**config.mk**
```make
export PLATFORM = sky130hd
export DESIGN_NAME = me_best_mv_select_flat
export DESIGN_NICKNAME = d
export VERILOG_FILES = /design/src/rtl/me_best_mv_select_if.sv /design/src/rtl/me_best_mv_select.sv /design/src/flat_wrapper.sv
export SDC_FILE = /design/constraint.sdc
export NUM_CORES = 2
export LEC_CHECK = 0
export CORE_AREA = 2 2 637 639
export DETAILED_ROUTE_END_ITERATION = 8
export DIE_AREA = 0 0 639 641
export GPL_TIMING_DRIVEN = 1
export HOLD_SLACK_MARGIN = 0.05
export SYNTH_ARGS = -nofsm -noshare
export SYNTH_HDL_FRONTEND = slang
export SYNTH_SLANG_ARGS = --single-unit
```
**constraint.sdc**
```tcl
create_clock -name clk -period 2.2 [get_ports clk]
set_clock_uncertainty 0.1 [all_clocks]
set_input_delay 0.33 -clock clk [delete_from_list [all_inputs] [get_ports clk]]
set_output_delay 0.33 -clock clk [all_outputs]
set_load 0.1 [all_outputs]
```
**src/rtl/me_best_mv_select_if.sv**
```systemverilog
// Purpose: bundles the SAD-tree candidate bus and the best-MV result bus of me_best_mv_select.
// Latency: none (wires only); results change one cycle after the accepted candidate.
// Backpressure: none; the consumer accepts one candidate per cycle unconditionally.
// Ports: start/sad_valid/sad_last/cand_mv/SAD* flow master->slave;
//        busy/done/cand_cnt/best_sad*/best_mv* flow slave->master.
interface me_best_mv_select_if #(
  parameter int MV_W  = 7,
  parameter int CNT_W = 12
);
  logic                  start;
  logic                  sad_valid;
  logic                  sad_last;
  logic [2*MV_W-1:0]     cand_mv;
  logic [17:0]           SAD32x32;
  logic [63:0]           SAD16x16;
  logic [119:0]          SAD16x8;
  logic [119:0]          SAD8x16;
  logic [223:0]          SAD8x8;

  logic                  busy;
  logic                  done;
  logic [CNT_W-1:0]      cand_cnt;
  logic [17:0]           best_sad32x32;
  logic [63:0]           best_sad16x16;
  logic [119:0]          best_sad16x8;
  logic [119:0]          best_sad8x16;
  logic [223:0]          best_sad8x8;
  logic [2*MV_W-1:0]     best_mv32x32;
  logic [8*MV_W-1:0]     best_mv16x16;
  logic [16*MV_W-1:0]    best_mv16x8;
  logic [16*MV_W-1:0]    best_mv8x16;
  logic [32*MV_W-1:0]    best_mv8x8;

  modport master (
    output start, sad_valid, sad_last, cand_mv,
           SAD32x32, SAD16x16, SAD16x8, SAD8x16, SAD8x8,
    input  busy, done, cand_cnt,
           best_sad32x32, best_sad16x16, best_sad16x8, best_sad8x16, best_sad8x8,
           best_mv32x32, best_mv16x16, best_mv16x8, best_mv8x16, best_mv8x8
  );

  modport slave (
    input  start, sad_valid, sad_last, cand_mv,
           SAD32x32, SAD16x16, SAD16x8, SAD8x16, SAD8x8,
    output busy, done, cand_cnt,
           best_sad32x32, best_sad16x16, best_sad16x8, best_sad8x16, best_sad8x8,
           best_mv32x32, best_mv16x16, best_mv16x8, best_mv8x16, best_mv8x8
  );
endinterface

```
**src/rtl/me_best_mv_select.sv**
```systemverilog
// Purpose: tracks the minimum SAD and its MV for all 37 partitions of a 32x32 integer-ME search.
// Latency: best_* reflect a candidate one cycle after it is accepted; done pulses the cycle after sad_last.
// Backpressure: none; one candidate per cycle, inputs used unregistered.
// Ports: clk, rst (sync, active-high); bus (slave modport of me_best_mv_select_if) carries
//        start/sad_valid/sad_last/cand_mv/SAD* in and busy/done/cand_cnt/best_sad*/best_mv* out.
module me_best_mv_select #(
  parameter int MV_W  = 7,
  parameter int CNT_W = 12
) (
  input  logic                 clk,
  input  logic                 rst,
  me_best_mv_select_if.slave   bus
);

  localparam int MVP = 2 * MV_W;
  localparam logic [CNT_W-1:0] CNT_ONE = {{(CNT_W-1){1'b0}}, 1'b1};
  localparam logic [CNT_W-1:0] CNT_MAX = {CNT_W{1'b1}};

  typedef enum logic [1:0] {IDLE, SEARCH, DONE} state_t;

  state_t              state;
  logic                busy_q;
  logic                done_q;
  logic [CNT_W-1:0]    cnt_q;
  logic [17:0]         s32_q;
  logic [63:0]         s16_q;
  logic [119:0]        s168_q;
  logic [119:0]        s816_q;
  logic [223:0]        s88_q;
  logic [MVP-1:0]      m32_q;
  logic [4*MVP-1:0]    m16_q;
  logic [8*MVP-1:0]    m168_q;
  logic [8*MVP-1:0]    m816_q;
  logic [16*MVP-1:0]   m88_q;

  always_ff @(posedge clk) begin
    if (rst) begin
      state  <= IDLE;
      busy_q <= 1'b0;
      done_q <= 1'b0;
      cnt_q  <= '0;
      s32_q  <= '0;
      s16_q  <= '0;
      s168_q <= '0;
      s816_q <= '0;
      s88_q  <= '0;
      m32_q  <= '0;
      m16_q  <= '0;
      m168_q <= '0;
      m816_q <= '0;
      m88_q  <= '0;
    end else begin
      done_q <= 1'b0;
      if (bus.start) begin
        // Start wins in every state and discards any candidate presented with it.
        // Bests seed at all-ones so an all-ones SAD can never win.
        state  <= SEARCH;
        busy_q <= 1'b1;
        cnt_q  <= '0;
        s32_q  <= '1;
        s16_q  <= '1;
        s168_q <= '1;
        s816_q <= '1;
        s88_q  <= '1;
        m32_q  <= '0;
        m16_q  <= '0;
        m168_q <= '0;
        m816_q <= '0;
        m88_q  <= '0;
      end else begin
        case (state)
          IDLE: begin
          end
          SEARCH: begin
            if (bus.sad_valid) begin
              // Strict less-than keeps the earliest candidate on ties.
              if (bus.SAD32x32 < s32_q) begin
                s32_q <= bus.SAD32x32;
                m32_q <= bus.cand_mv;
              end
              for (int k = 0; k < 4; k++) begin
                if (bus.SAD16x16[16*k +: 16] < s16_q[16*k +: 16]) begin
                  s16_q[16*k +: 16]  <= bus.SAD16x16[16*k +: 16];
                  m16_q[MVP*k +: MVP] <= bus.cand_mv;
                end
              end
              for (int k = 0; k < 8; k++) begin
                if (bus.SAD16x8[15*k +: 15] < s168_q[15*k +: 15]) begin
                  s168_q[15*k +: 15]   <= bus.SAD16x8[15*k +: 15];
                  m168_q[MVP*k +: MVP] <= bus.cand_mv;
                end
                if (bus.SAD8x16[15*k +: 15] < s816_q[15*k +: 15]) begin
                  s816_q[15*k +: 15]   <= bus.SAD8x16[15*k +: 15];
                  m816_q[MVP*k +: MVP] <= bus.cand_mv;
                end
              end
              for (int k = 0; k < 16; k++) begin
                if (bus.SAD8x8[14*k +: 14] < s88_q[14*k +: 14]) begin
                  s88_q[14*k +: 14]   <= bus.SAD8x8[14*k +: 14];
                  m88_q[MVP*k +: MVP] <= bus.cand_mv;
                end
              end
              if (cnt_q != CNT_MAX) begin
                cnt_q <= cnt_q + CNT_ONE;
              end
              if (bus.sad_last) begin
                state  <= DONE;
                busy_q <= 1'b0;
                done_q <= 1'b1;
              end
            end
          end
          DONE: begin
            state <= IDLE;
          end
          default: begin
            state <= IDLE;
          end
        endcase
      end
    end
  end

  assign bus.busy          = busy_q;
  assign bus.done          = done_q;
  assign bus.cand_cnt      = cnt_q;
  assign bus.best_sad32x32 = s32_q;
  assign bus.best_sad16x16 = s16_q;
  assign bus.best_sad16x8  = s168_q;
  assign bus.best_sad8x16  = s816_q;
  assign bus.best_sad8x8   = s88_q;
  assign bus.best_mv32x32  = m32_q;
  assign bus.best_mv16x16  = m16_q;
  assign bus.best_mv16x8   = m168_q;
  assign bus.best_mv8x16   = m816_q;
  assign bus.best_mv8x8    = m88_q;

endmodule

```
**src/flat_wrapper.sv**
```systemverilog
// flat-port wrapper written by rule: the top's interface ports become plain ports
module me_best_mv_select_flat 
#(
  parameter int MV_W  = 7,
  parameter int CNT_W = 12
)
  (clk, rst, bus_start, bus_sad_valid, bus_sad_last, bus_cand_mv, bus_SAD32x32, bus_SAD16x16, bus_SAD16x8, bus_SAD8x16, bus_SAD8x8, bus_busy, bus_done, bus_cand_cnt, bus_best_sad32x32, bus_best_sad16x16, bus_best_sad16x8, bus_best_sad8x16, bus_best_sad8x8, bus_best_mv32x32, bus_best_mv16x16, bus_best_mv16x8, bus_best_mv8x16, bus_best_mv8x8);
  me_best_mv_select_if #(.MV_W(MV_W), .CNT_W(CNT_W)) bus_i ();
  input  logic clk;
  input  logic rst;
  input wire logic [$bits(bus_i.start)-1:0] bus_start;
  input wire logic [$bits(bus_i.sad_valid)-1:0] bus_sad_valid;
  input wire logic [$bits(bus_i.sad_last)-1:0] bus_sad_last;
  input wire logic [$bits(bus_i.cand_mv)-1:0] bus_cand_mv;
  input wire logic [$bits(bus_i.SAD32x32)-1:0] bus_SAD32x32;
  input wire logic [$bits(bus_i.SAD16x16)-1:0] bus_SAD16x16;
  input wire logic [$bits(bus_i.SAD16x8)-1:0] bus_SAD16x8;
  input wire logic [$bits(bus_i.SAD8x16)-1:0] bus_SAD8x16;
  input wire logic [$bits(bus_i.SAD8x8)-1:0] bus_SAD8x8;
  output wire logic [$bits(bus_i.busy)-1:0] bus_busy;
  output wire logic [$bits(bus_i.done)-1:0] bus_done;
  output wire logic [$bits(bus_i.cand_cnt)-1:0] bus_cand_cnt;
  output wire logic [$bits(bus_i.best_sad32x32)-1:0] bus_best_sad32x32;
  output wire logic [$bits(bus_i.best_sad16x16)-1:0] bus_best_sad16x16;
  output wire logic [$bits(bus_i.best_sad16x8)-1:0] bus_best_sad16x8;
  output wire logic [$bits(bus_i.best_sad8x16)-1:0] bus_best_sad8x16;
  output wire logic [$bits(bus_i.best_sad8x8)-1:0] bus_best_sad8x8;
  output wire logic [$bits(bus_i.best_mv32x32)-1:0] bus_best_mv32x32;
  output wire logic [$bits(bus_i.best_mv16x16)-1:0] bus_best_mv16x16;
  output wire logic [$bits(bus_i.best_mv16x8)-1:0] bus_best_mv16x8;
  output wire logic [$bits(bus_i.best_mv8x16)-1:0] bus_best_mv8x16;
  output wire logic [$bits(bus_i.best_mv8x8)-1:0] bus_best_mv8x8;
  assign bus_i.start = bus_start;
  assign bus_i.sad_valid = bus_sad_valid;
  assign bus_i.sad_last = bus_sad_last;
  assign bus_i.cand_mv = bus_cand_mv;
  assign bus_i.SAD32x32 = bus_SAD32x32;
  assign bus_i.SAD16x16 = bus_SAD16x16;
  assign bus_i.SAD16x8 = bus_SAD16x8;
  assign bus_i.SAD8x16 = bus_SAD8x16;
  assign bus_i.SAD8x8 = bus_SAD8x8;
  assign bus_busy = bus_i.busy;
  assign bus_done = bus_i.done;
  assign bus_cand_cnt = bus_i.cand_cnt;
  assign bus_best_sad32x32 = bus_i.best_sad32x32;
  assign bus_best_sad16x16 = bus_i.best_sad16x16;
  assign bus_best_sad16x8 = bus_i.best_sad16x8;
  assign bus_best_sad8x16 = bus_i.best_sad8x16;
  assign bus_best_sad8x8 = bus_i.best_sad8x8;
  assign bus_best_mv32x32 = bus_i.best_mv32x32;
  assign bus_best_mv16x16 = bus_i.best_mv16x16;
  assign bus_best_mv16x8 = bus_i.best_mv16x8;
  assign bus_best_mv8x16 = bus_i.best_mv8x16;
  assign bus_best_mv8x8 = bus_i.best_mv8x8;
  me_best_mv_select #(.MV_W(MV_W), .CNT_W(CNT_W)) u_core (.clk(clk), .rst(rst), .bus(bus_i));
endmodule
```
==> flow_summary_export.csv <==
group,metric,value,unit
sta,totalNegativeSetupSlack,-77.91,ns
floorplan,dieArea,0.410,mm²
power,power_frac_comb,31.9,%
power,switching_share,38.2,%
floorplan,fp.coreArea,0.402,mm²
global_routing,grt_pass1_wl,477000,µm
setup_path,critPathMaxStageDelay,0.61,ns
final_layout,final_cell_area,0.0932,mm²
synthesis,syn_area,0.0523,mm²
place,placed_area,0.0819,mm²
sta,finalCritPeriodShare,113,%
synthesis,synthCells,5713,
clocking,clk_latency,0.85,ns
place,dp_cells,13000,
final_layout,nNetsFinal,9304,
global_routing,antenna_found_initial,114,
setup_path,path_cells,"dlygate4sd3_1 > clkdlybuf4s50_1 > ha_1 > nand2_1 > nor2_1 > a2111o_1 > a31oi_4 > buf_4 > clkbuf_16 > mux2i_1 > a21oi_1",
run_status,violations,"setup timing",
floorplan,die_w,639,µm
detailed_routing,drc,0,
sta,max_slew_margin,44.1,%
global_routing,grt_max_degree,86,
sta,period_minus_slack,2.48,ns
clocking,clockBufferDepth,4,
run_status,status,"finished with violations",
clocking,cts_buffers,146,
synthesis,synth.distinct_cells,52,
sta,drv_slew,0,
detailed_routing,drtAntennaViolNets,0,
sta,grt_setup_unrepaired,"yes",
setup_path,start_kind,"input pin",
setup_path,critical_path_required,2.81,ns
sta,setup_ws,-0.284,ns
synthesis,seq_area_frac_synth,41.3,%
place,dpl.hpwl,302000,µm
floorplan,die_y,641,µm
final_layout,seqCellArea,0.0233,mm²
setup_path,cp-end-kind,"flop",
setup_path,crit_path_max_fanout,9,
run,cap_viol_max_count,0,
detailed_routing,met3_length,29000,µm
clocking,root_buffer,"clkbuf_16",
detailed_routing,routedWlPerCell,27.6,µm
setup_path,critPathSlowestCell,"dlygate4sd3_1",
detailed_routing,num_vias,54500,
detailed_routing,first_iter_violations,3474,
final_layout,syn_to_final_growth,78.2,%
worst_hold_path,hp-class,"input pin to flop",
synthesis,synthArstFlopShare,0,%
detailed_routing,dr_wl_met2,190000,µm
detailed_routing,routed_wl,378000,µm
power,clkPwrFrac,36.3,%
power,p_total,66.7,mW
synthesis,syn_nets,6788,
detailed_routing,vias_per_cell,3.98,
sta,fmax,0.403,GHz
synthesis,synth_warnings,0,
final_layout,fin_cells,13700,
power,p_sw,25.5,mW
sta,timing_hold_violations_final,0,
detailed_routing,m1WireLength,135000,µm
setup_path,worstSetupPathType,"input pin to flop",
global_routing,grt.total_usage,17.1,%
clocking,clk_pin_slew,0.06,ns
detailed_routing,first_pass_iters,5,
detailed_routing,top_layer_used,"met5",
setup_path,worstPathArrival,3.09,ns
power,ir_drop,0.000600,V
final_layout,final_layout_size_suffix_gt1_share,39.9,%
power,pwr-share-seq,31.8,%
synthesis,post_synth.cell_area_avg,9.16,µm²
final_layout,fillerInstances,43300,
place,numPortBuffers,1642,
place,gp_congestion,0.952,
sta,worst_slew_pin_slew,0.838,ns
sta,report.final.setup_viol,849,
global_routing,overflow,0,
power,p_int,41.3,mW
power,leakage,39.0,nW
synthesis,ys.flop_type,"dfxtp_1",
synthesis,synth_edf_count,0,
power,pwr_density_cell,716,mW/mm²
floorplan,core.rowCount,233,
global_routing,first_global_vias,51900,
clocking,cts_tree,"built",
final_layout,multi_input_area,0.0301,mm²
clocking,cts_num_sinks,1080,
floorplan,boundaryPins,1643,
synthesis,synth-seq-cells,1080,
clocking,h-tree-depth,4,
floorplan,start_util,13.0,%
## area by class of cell
type                            count  share of cell area [%]
Inverter                          516                    2.11
Antenna cell                       57                   0.153
Multi-Input combinational cell   3707                    32.3
Clock buffer                      213                    4.53
Tap cell                         5287                    7.10
Sequential cell                  1080                    25.0
Timing Repair Buffer             2778                    28.2
Clock inverter                     49                   0.537
## cells in the mapped netlist, drive strengths merged, types with 17 or more instances
| cell type | n | area [µm²] |
|---|---|---|
| a2111o | 17 | 191 |
| a211oi | 30 | 250 |
| a21o | 64 | 480 |
| a21oi | 482 | 2410 |
| a311oi | 140 | 1230 |
| a31oi | 195 | 1230 |
| buf | 96 | 767 |
| clkbuf | 314 | 1180 |
| dfxtp | 1080 | 21600 |
| ha | 510 | 6380 |
| inv | 515 | 1930 |
| mux2i | 756 | 7570 |
| nand2 | 349 | 1330 |
| nand2b | 21 | 131 |
| nand3 | 145 | 726 |
| nand4 | 21 | 131 |
| nor2 | 441 | 1660 |
| nor2b | 22 | 145 |
| nor3 | 154 | 791 |
| o21ai | 278 | 1390 |
## registers in the layout, indices dropped and copies added (netlist names)
register and flops:
u_core.bus.best_mv8x8 224, u_core.bus.best_sad8x8 224, u_core.bus.best_sad16x8 120, u_core.bus.best_sad8x16 120, u_core.bus.best_mv16x8 112, u_core.bus.best_mv8x16 112
u_core.bus.best_sad16x16 64, u_core.bus.best_mv16x16 56, u_core.bus.best_sad32x32 18, u_core.bus.best_mv32x32 14, u_core.bus.cand_cnt 12, u_core.state 2
u_core.bus.busy 1, u_core.bus.done 1
## metrics by stage
stage               setup WS [ns]  util (%)  hold WS, ns
floorplan                  -0.151         -        0.387
global placement           -0.880      20.4        0.345
detailed placement         -0.887      20.4        0.351
CTS                        -0.232      22.6       0.0505
global route               -0.301      23.2       0.0973
finish                     -0.284      23.2       0.0878
## layer usage
metal  track usage (%)  vias to the layer above
met2              30.8                     2110
met5                 0                        -
met4              8.74                       42
met3              4.79                      610
li1                  -                    25300
met1              18.2                    26400
## power by group through the flow
stage	combinational, mW	clock (mW)	sequential [mW]
after detailed placement	20.0	0	21.6
after floorplan	4.89	0	28.3
after global routing	22.4	25.6	21.3
after global placement	19.9	0	21.6
after CTS	20.9	24.9	21.2
final	21.3	24.2	21.2
## worst paths after layout
check	from	endpoint	slack, ns	cells past startpoint
max	bus_SAD8x8[164]	u_core.bus.best_sad8x8[163]	-0.28	11
min	bus_cand_mv[13]	u_core.bus.best_mv32x32[13]	0.09	3
max reg2reg	u_core.state[0]	u_core.bus.best_sad8x8[163]	-0.25	10
min reg2reg	u_core.bus.best_mv8x16[109]	u_core.bus.best_mv8x16[109]	0.35	2
## logic make-up after synthesis
family / share of synthesized area [%]
AOI/OAI and AO/OA: 14.7
and+or+nand+nor: 9.77
DFF: 41.3
buffers and inverters: 7.42
muxes: 14.5
adders and majority gates: 12.2
xor gates and xnor gates: 0.151
## repair_timing
item / CTS / global route
endpoints found under the setup margin: 793 / 1072
resized for setup: 171 / 343
endpoints found under the hold margin: 462 / 0
pin swaps: 83 / 153
hold buffers: 257 / 0
setup buffers: 41 / 38
gates cloned: 15 / 27
## placed cells by master (no fill, tap or decap), types with 87 or more instances in the layout
| cell | n |
|---|---|
| buf_4 | 1690 |
| mux2i_1 | 744 |
| dfxtp_1 | 551 |
| clkdlybuf4s50_1 | 534 |
| nor2_1 | 431 |
| dfxtp_4 | 424 |
| a21oi_1 | 421 |
| ha_1 | 404 |
| inv_1 | 364 |
| nand2_1 | 338 |
| dlygate4sd3_1 | 252 |
| buf_12 | 205 |
| a31oi_1 | 172 |
| clkbuf_16 | 166 |
| o21ai_0 | 155 |
| inv_2 | 142 |
| nand3_1 | 123 |
| dfxtp_2 | 105 |
| ha_4 | 102 |
| o21ai_1 | 98 |
| nor3_1 | 88 |
| a311oi_1 | 87 |
## worst max-delay path, delay by kind of cell
kind	cells	cell delay [ns]
AO/OA/AOI/OAI	3	0.67
adder cells (fa/ha/maj)	1	0.23
multiplexers	1	0.19
AND/OR/NAND/NOR	2	0.11
buffers and inverters	4	1.55
No activity file was read; power rests on OpenSTA's default activity.
